==> config.mk <==
export PLATFORM = sky130hd
export DESIGN_NAME = stack_op_controller
export DESIGN_NICKNAME = d
export VERILOG_FILES = /design/src/rtl/stack_op_controller_pkg.sv /design/src/rtl/stack_op_controller.sv
export SDC_FILE = /design/constraint.sdc
export NUM_CORES = 1
export LEC_CHECK = 0
export BUFFER_PORTS_ARGS = -buffer_cell sky130_fd_sc_hd__buf_2
export CORE_ASPECT_RATIO = 1.2
export CORE_MARGIN = 1
export CORE_UTILIZATION = 46
export CTS_CLUSTER_SIZE = 28
export DETAILED_ROUTE_END_ITERATION = 12
export PLACE_DENSITY = 0.73
export SETUP_SLACK_MARGIN = 0.4
export SLEW_MARGIN = 20
export SYNTH_ARGS = -nofsm -noshare
export SYNTH_HDL_FRONTEND = slang
export SYNTH_SLANG_ARGS = --single-unit
==> constraint.sdc <==
create_clock -name clk -period 2.82 [get_ports clk]
set_input_delay 0.423 -clock clk [delete_from_list [all_inputs] [get_ports clk]]
set_output_delay 0.423 -clock clk [all_outputs]
set_load 0.02 [all_outputs]
==> src/rtl/stack_op_controller_pkg.sv <==
// Shared types and default constants for the stack operation controller.
package stack_ctrl_pkg;

    typedef enum logic [1:0] {
        OP_PUSH  = 2'd0,
        OP_POP   = 2'd1,
        OP_PEEK  = 2'd2,
        OP_SPRST = 2'd3
    } op_e;

    typedef enum logic [1:0] {
        ST_INIT = 2'd0,
        ST_IDLE = 2'd1,
        ST_MEM  = 2'd2,
        ST_DONE = 2'd3
    } state_e;

    localparam logic [15:0] DEF_STACK_BASE  = 16'hFFFE;
    localparam logic [15:0] DEF_STACK_LIMIT = 16'hF000;
    localparam logic [15:0] DEF_WORD_BYTES  = 16'd2;

endpackage

==> src/rtl/stack_op_controller.sv <==
// Stack operation sequencer: bounds check, data-memory handshake and SP update.
//
// state | meaning
// INIT  | one cycle after reset, loads STACK_BASE into SP
// IDLE  | ready for a request; bounds checked on acceptance
// MEM   | memory strobe held until mem_ack
// DONE  | one-cycle response, SP write and error report
module stack_op_controller
    import stack_ctrl_pkg::*;
#(
    parameter int                 DATA_W      = 16,
    parameter logic [DATA_W-1:0]  STACK_BASE  = DATA_W'(DEF_STACK_BASE),
    parameter logic [DATA_W-1:0]  STACK_LIMIT = DATA_W'(DEF_STACK_LIMIT),
    parameter logic [DATA_W-1:0]  WORD_BYTES  = DATA_W'(DEF_WORD_BYTES)
) (
    input  logic              clk,
    input  logic              reset,
    input  logic              i_req_valid,
    output logic              o_req_ready,
    input  logic [1:0]        i_req_op,
    input  logic [DATA_W-1:0] i_req_data,
    input  logic [DATA_W-1:0] i_sp_in,
    output logic              o_sp_write,
    output logic [DATA_W-1:0] o_sp_next,
    output logic [DATA_W-1:0] o_mem_addr,
    output logic [DATA_W-1:0] o_mem_wdata,
    output logic              o_mem_we,
    output logic              o_mem_re,
    input  logic [DATA_W-1:0] i_mem_rdata,
    input  logic              i_mem_ack,
    output logic              o_rsp_valid,
    output logic [DATA_W-1:0] o_rsp_data,
    output logic              o_rsp_err,
    output logic              o_err_overflow,
    output logic              o_err_underflow
);

    localparam logic [1:0] S_INIT = ST_INIT;
    localparam logic [1:0] S_IDLE = ST_IDLE;
    localparam logic [1:0] S_MEM  = ST_MEM;
    localparam logic [1:0] S_DONE = ST_DONE;

    logic [1:0]        r_state;
    logic [1:0]        r_op;
    logic [DATA_W-1:0] r_data;
    logic [DATA_W-1:0] r_sp;
    logic [DATA_W-1:0] r_new_sp;
    logic [DATA_W-1:0] r_rdata;
    logic              r_err;
    logic              r_ovf;
    logic              r_unf;

    logic [DATA_W:0]   w_sub;
    logic              w_push_ovf;
    logic              w_pop_unf;
    logic              w_op_err;

    // The extra MSB of the subtract is the borrow, catching SP wrap below zero.
    assign w_sub      = {1'b0, i_sp_in} - {1'b0, WORD_BYTES};
    assign w_push_ovf = w_sub[DATA_W] | (w_sub[DATA_W-1:0] < STACK_LIMIT);
    assign w_pop_unf  = (i_sp_in >= STACK_BASE);

    // Bounds check of the request being offered in IDLE.
    always_comb begin
        w_op_err = 1'b0;
        case (i_req_op)
            OP_PUSH:         w_op_err = w_push_ovf;
            OP_POP, OP_PEEK: w_op_err = w_pop_unf;
            default:         w_op_err = 1'b0;
        endcase
    end

    // State sequencing, request latching and sticky error flags.
    always_ff @(posedge clk) begin
        if (reset) begin
            r_state  <= S_INIT;
            r_op     <= '0;
            r_data   <= '0;
            r_sp     <= '0;
            r_new_sp <= '0;
            r_rdata  <= '0;
            r_err    <= 1'b0;
            r_ovf    <= 1'b0;
            r_unf    <= 1'b0;
        end else begin
            case (r_state)
                S_INIT: r_state <= S_IDLE;
                S_IDLE: begin
                    if (i_req_valid) begin
                        r_op     <= i_req_op;
                        r_data   <= i_req_data;
                        r_sp     <= i_sp_in;
                        r_new_sp <= w_sub[DATA_W-1:0];
                        r_err    <= w_op_err;
                        if (i_req_op == OP_SPRST) begin
                            r_ovf   <= 1'b0;
                            r_unf   <= 1'b0;
                            r_state <= S_DONE;
                        end else if (w_op_err) begin
                            if (i_req_op == OP_PUSH) r_ovf <= 1'b1;
                            else                     r_unf <= 1'b1;
                            r_state <= S_DONE;
                        end else begin
                            r_state <= S_MEM;
                        end
                    end
                end
                S_MEM: begin
                    if (i_mem_ack) begin
                        r_rdata <= i_mem_rdata;
                        r_state <= S_DONE;
                    end
                end
                S_DONE:  r_state <= S_IDLE;
                default: r_state <= S_INIT;
            endcase
        end
    end

    // Output decode from state; everything is held low while reset is asserted.
    always_comb begin
        o_req_ready = 1'b0;
        o_sp_write  = 1'b0;
        o_sp_next   = '0;
        o_mem_addr  = '0;
        o_mem_wdata = '0;
        o_mem_we    = 1'b0;
        o_mem_re    = 1'b0;
        o_rsp_valid = 1'b0;
        o_rsp_data  = '0;
        o_rsp_err   = 1'b0;
        if (!reset) begin
            case (r_state)
                S_INIT: begin
                    o_sp_write = 1'b1;
                    o_sp_next  = STACK_BASE;
                end
                S_IDLE: o_req_ready = 1'b1;
                S_MEM: begin
                    if (r_op == OP_PUSH) begin
                        o_mem_we    = 1'b1;
                        o_mem_addr  = r_new_sp;
                        o_mem_wdata = r_data;
                    end else begin
                        o_mem_re   = 1'b1;
                        o_mem_addr = r_sp;
                    end
                end
                S_DONE: begin
                    o_rsp_valid = 1'b1;
                    if (r_err) begin
                        o_rsp_err = 1'b1;
                    end else begin
                        case (r_op)
                            OP_PUSH: begin
                                o_sp_write = 1'b1;
                                o_sp_next  = r_new_sp;
                                o_rsp_data = r_data;
                            end
                            OP_POP: begin
                                o_sp_write = 1'b1;
                                o_sp_next  = r_sp + WORD_BYTES;
                                o_rsp_data = r_rdata;
                            end
                            OP_PEEK: o_rsp_data = r_rdata;
                            default: begin
                                o_sp_write = 1'b1;
                                o_sp_next  = STACK_BASE;
                                o_rsp_data = STACK_BASE;
                            end
                        endcase
                    end
                end
                default: ;
            endcase
        end
    end

    assign o_err_overflow  = r_ovf;
    assign o_err_underflow = r_unf;

endmodule
### Word level (Yosys, flattened, before mapping)

Cells that the tools add are included.

| word-level totals | value |
|---|---|
| word-level logic and storage cells | 81 |
| output and inout bits | 72 |
| register bits | 71 |
| bits of input ports | 54 |

| operators by class | value |
|---|---|
| $add $sub $neg | 2 |
| mux-type cells | 43 |
| equal/unequal tests | 11 |
| reductions and logical operators | 13 |
| bitwise operators | 1 |
| magnitude comparators | 2 |

Operator list:

| kind | number |
|---|---|
| $mux W16 | 11 |
| $pmux W16 S2 | 2 |
| $pmux W16 S3 | 1 |
| $mux W1 | 24 |
| $sub A16 B2 Y17 const B | 1 |
| $add A16 B2 Y16 const B | 1 |
| $ge A16 B16 Y1 const B | 1 |
| $lt A16 B16 Y1 const B | 1 |
| $eq A2 B2 Y1 const B | 5 |
| $reduce_and A4 Y1 | 2 |
| $eq A2 B1 Y1 const B | 3 |
| $logic_not A2 Y1 | 3 |
| $ne A2 B2 Y1 const B | 3 |
| $pmux W2 S3 | 1 |
| $reduce_and A2 Y1 | 3 |
| $reduce_or A2 Y1 | 3 |
| $mux W2 | 2 |
| $pmux W1 S2 | 2 |
| $reduce_bool A2 Y1 | 2 |
| $or A1 B1 Y1 | 1 |

### Longest topological paths before layout

| depth | value |
|---|---|
| word-level depth | 8 |
| gate-level depth with buffers | 8 |
| gate-level depth less buffers | 6 |

### Worst setup path before layout

OpenSTA, ideal clock, no wires.

| timing path | value |
|---|---|
| kind | reg-to-output |
| start | register r_state[0] |
| end | output o_sp_next[0] |
| buffers on the path | 1 |
| slack | 0.069 ns |
| arrival time | 2.328 ns |
| stages on the path, launching flop included | 6 |
| cell sequence | dfxtp_1 > inv_1 > ha_1 > or4b_1 > clkbuf_1 > nor4b_1 |

| between the ends | value |
|---|---|
| longest elaborated chain between the ends | 3 |
| elaborated cells between the ends (all ways) | 4 |
| those cells by class | 1 x eq/ne; 2 x mux; 1 x reduce/logical |

RTL lines:

| element | RTL line | source |
|---|---|---|
| start, declared | stack_op_controller.sv:43 | `logic [1:0] r_state;` |
| start signal, assigned | stack_op_controller.sv:76 | `r_state <= S_INIT;` |
| start signal, assigned | stack_op_controller.sv:87 | `S_INIT: r_state <= S_IDLE;` |
| start signal, assigned | stack_op_controller.sv:98 | `r_state <= S_DONE;` |
| $eq A2 B2 Y1 / $logic_not A2 Y1 (equally long branches) | stack_op_controller.sv:133 | `case (r_state)` |
| $pmux W16 S2 * | stack_op_controller.sv:133 |  |
| $mux W16 * | stack_op_controller.sv:132 | `if (!reset) begin` |
| end, declared | stack_op_controller.sv:24 | `output logic [DATA_W-1:0] o_sp_next,` |

Mark *: on every way between the ends. The rest lies on a longest branch, timed or not.

### Worst setup path in the final report

| timing path | value |
|---|---|
| start | register r_state[1] |
| end | output o_sp_next[12] |

The elaborated chain is that of the path after synthesis.

==> flow_summary_export.csv <==
group,metric,value,unit
finish,drive_gt1_share,32.1,%
global_routing,grt_pass1_wl,20600,um
power_and_ir_drop,power_frac_comb,29.7,%
sta,setup_violations,0,
routing,top_layer,"met4",
sta,report.final.slew_viol_count,0,
routing,wl_met3,1040,um
worst_setup_path,crit_path_max_fanout,5,
die,core-area,8610,um2
routing,viasPerCell,5.89,
worst_setup_path,cp_num_buf_inv,2,
global_routing,grt_start_max_net_pins,35,
routing,route.met2.wl,6730,um
status,outcome,"finished, final reports clean",
synth,yosysWarningCount,0,
synth,synthFlopType,"dfxtp_1",
finish,utilization,63.6,%
finish,final_common_cell,"nand2_1",
min_path,hp-class,"primary input to register",
synth,avgSynthCellArea,7.48,um2
routing,initialDrtViolationCount,290,
synth,synth-edff-count,0,
routing,drtAntennaViolNets,0,
min_path,hold_depth,3,
worst_setup_path,worstSetupEndpointType,"output pin",
routing,wirelength_met1,5330,um
worst_setup_path,slowest_stage,"or4b_4",
clocking,htreeDepth,3,
synth,yosysSeqAreaShare,34.3,%
sta,finalHoldWorstSlack,291,ps
clocking,cts_buffers,9,
synth,synth_seq_cells,70,
finish,layout_common_cells,"nand2_1 (111), buf_2 (110), dfxtp_1 (66), a21oi_1 (65), nor2_1 (40)",
clocking,clk_path_buf_depth,2,
power_and_ir_drop,netSwitchingFraction,32.8,%
power_and_ir_drop,peakVddDrop,0.000323,V
place,io_buffer_count,125,
worst_setup_path,start_kind,"register",
synth,synthArstFlopShare,0,%
synth,syn_nets,615,
die,fp-row-count,37,
clocking,clkTransAtPathRegs,80,ps
power_and_ir_drop,cellLeakagePower,0.00214,uW
worst_setup_path,crit_arrival,2210,ps
worst_setup_path,worstPathRequired,2400,ps
sta,hold_viol,0,
power_and_ir_drop,intPower,1980,uW
sta,tightest_slew,650,ps
place,dp_hpwl,9080,um
synth,ys_types,52,
finish,area_growth,33.8,%
power_and_ir_drop,p_per_area,539,nW/um2
clocking,cts_sinks,70,
power_and_ir_drop,p_sw,968,uW
global_routing,antenna_found_initial,0,
worst_setup_path,worst-r2r-cell-count,8,
power_and_ir_drop,p_seq_share,38.9,%
worst_setup_path,path_class,"register to output pin",
sta,rsz0062_at_grt,"yes",
place,gp_congestion,0.869,
die,pin_count,126,
routing,post_drt_wl_per_cell,17.2,um
sta,fin_setup_tns,0,ps
sta,relSlewSlack,56.6,%
global_routing,grt_use_total,28.7,%
routing,wl,13500,um
routing,first_pass_iters,5,
finish,antenna_cells,0,
die,die_w,88.1,um
worst_setup_path,crit_cells,7,
clocking,cts_tree,"done",
clocking,clk_latency,350,ps
synth,synthCells,547,
die,dieArea,9270,um2
synth,netlist_area,4090,um2
worst_setup_path,path_cells,"inv_2 > ha_4 > or4b_4 > and2_4 > or2_4 > o22ai_4 > buf_6",
routing,dr_total_vias,4626,
global_routing,overflow,0,
sta,min_period,2630,ps
power_and_ir_drop,clkPwrFrac,31.5,%
finish,layout.nets,733,
flow_run,maxCapViolations,0,
die,die_y,105,um
sta,finalClockSkew,5.79,ps
sta,max_freq,380,MHz
worst_setup_path,crit_path_max_incr_delay,530,ps
worst_setup_path,critPathTopFamily,"simple AND/OR/NAND/NOR gates",
global_routing,grt_pass1_vias,4214,
clocking,cts_hold_buf,0,
routing,route.detailed.drc,0,
sta,fin_crit_sh,93.2,%
die,initial_utilization,47.5,%
clocking,cts_root_buf,"clkbuf_8",
power groups by stage:
stage          logic [uW]  clock network (uW)  registers, uW
2_1_floorplan         485                   0           1140
4_1_cts               809                 932           1140
3_3_place_gp          681                   0           1160
3_5_place_dp          699                   0           1160
6_report              874                 927           1150
5_1_grt               938                 981           1150
cell usage after synthesis (2+ instances only):
cell type,n,share of area [%]
nor3b_2,2,0.61
and2_1,20,3.1
ha_1,14,4.3
o21ai_0,12,1.5
a221oi_1,17,3.6
or2_2,2,0.31
o31a_1,2,0.43
inv_1,17,1.6
o221ai_1,6,1.3
nand4_1,4,0.61
clkbuf_1,43,3.9
o31ai_1,2,0.37
a311oi_1,6,1.3
a21oi_1,66,8.1
xnor2_1,13,2.8
a22o_1,15,3.2
nand2_1,111,10
dfxtp_1,70,34
nor2b_1,4,0.61
nor3_1,8,0.98
a31oi_1,4,0.61
mux2i_1,2,0.49
nor4_1,7,1.1
buf_1,3,0.28
a22oi_1,2,0.37
nand3_1,9,1.1
or4_1,3,0.55
a211oi_1,12,2.2
a21o_1,2,0.37
and3b_1,2,0.43
nor2_1,40,3.7
or3_1,4,0.61
xor2_1,4,0.86
state kept, by name, indices dropped and copies added, names as in the netlist:
signal           cells
r_err                1
r_new_sp            15
o_err_overflow       1
r_state              2
r_data              16
r_rdata             16
o_err_underflow      1
r_sp                16
r_op                 2
through the flow:
step	area (um2)	total power, uW	setup slack, ps	cells
2_1_floorplan	4170	1620	374	547
3_3_place_gp	4880	1840	223	756
3_5_place_dp	4880	1860	172	756
4_1_cts	5340	2880	253	783
5_1_grt	5470	3070	135	786
6_report	5470	2950	191	786
final cells by class:
class	count	area, um2
clock buffers	12	155
clock inverters	3	67.6
fillers	787	3140
inverters	17	63.8
multi-input cells	413	2680
flip-flops and latches	70	1410
well taps	117	146
repair buffers	154	951
routing by layer:
layer | track usage (%) | vias to the layer above
met5 | 0 | -
met4 | 14.7 | 0
met3 | 6.26 | 35
met2 | 48.4 | 226
met1 | 33.6 | 2195
li1 | - | 2170
path summary, 6_finish.rpt:
path                  start            end  slack, ps
max reg2reg      r_state[1]    r_new_sp[6]        860
min reg2reg      r_rdata[2]     r_rdata[2]        460
max              r_state[1]  o_sp_next[12]        190
min          i_mem_rdata[8]     r_rdata[8]        290
what timing repair did:
action / in CTS / in global routing
hold endpoints to repair: 0 / 0
setup endpoints to repair: 65 / 48
buffers inserted: 10 / 3
pin swaps: 5 / 6
gates cloned: 2 / 0
resized for setup: 50 / 26
logic make-up after synthesis:
group / share of synthesized area, %
fa+ha+maj: 4.28
flops: 34.3
xor+xnor: 3.64
buf+inv: 6.18
simple gates: 26.2
mux: 0.490
compound gates: 24.9
worst reg2reg max path, cell delays in order, from the launching register on:
cell	delay [ps]
dfxtp_2	330
inv_2	80
buf_4	110
buf_4	90
ha_1	190
and2_2	390
buf_4	340
nor2_1	80
a311oi_1	250
Power figures use the tool's default switching activity.
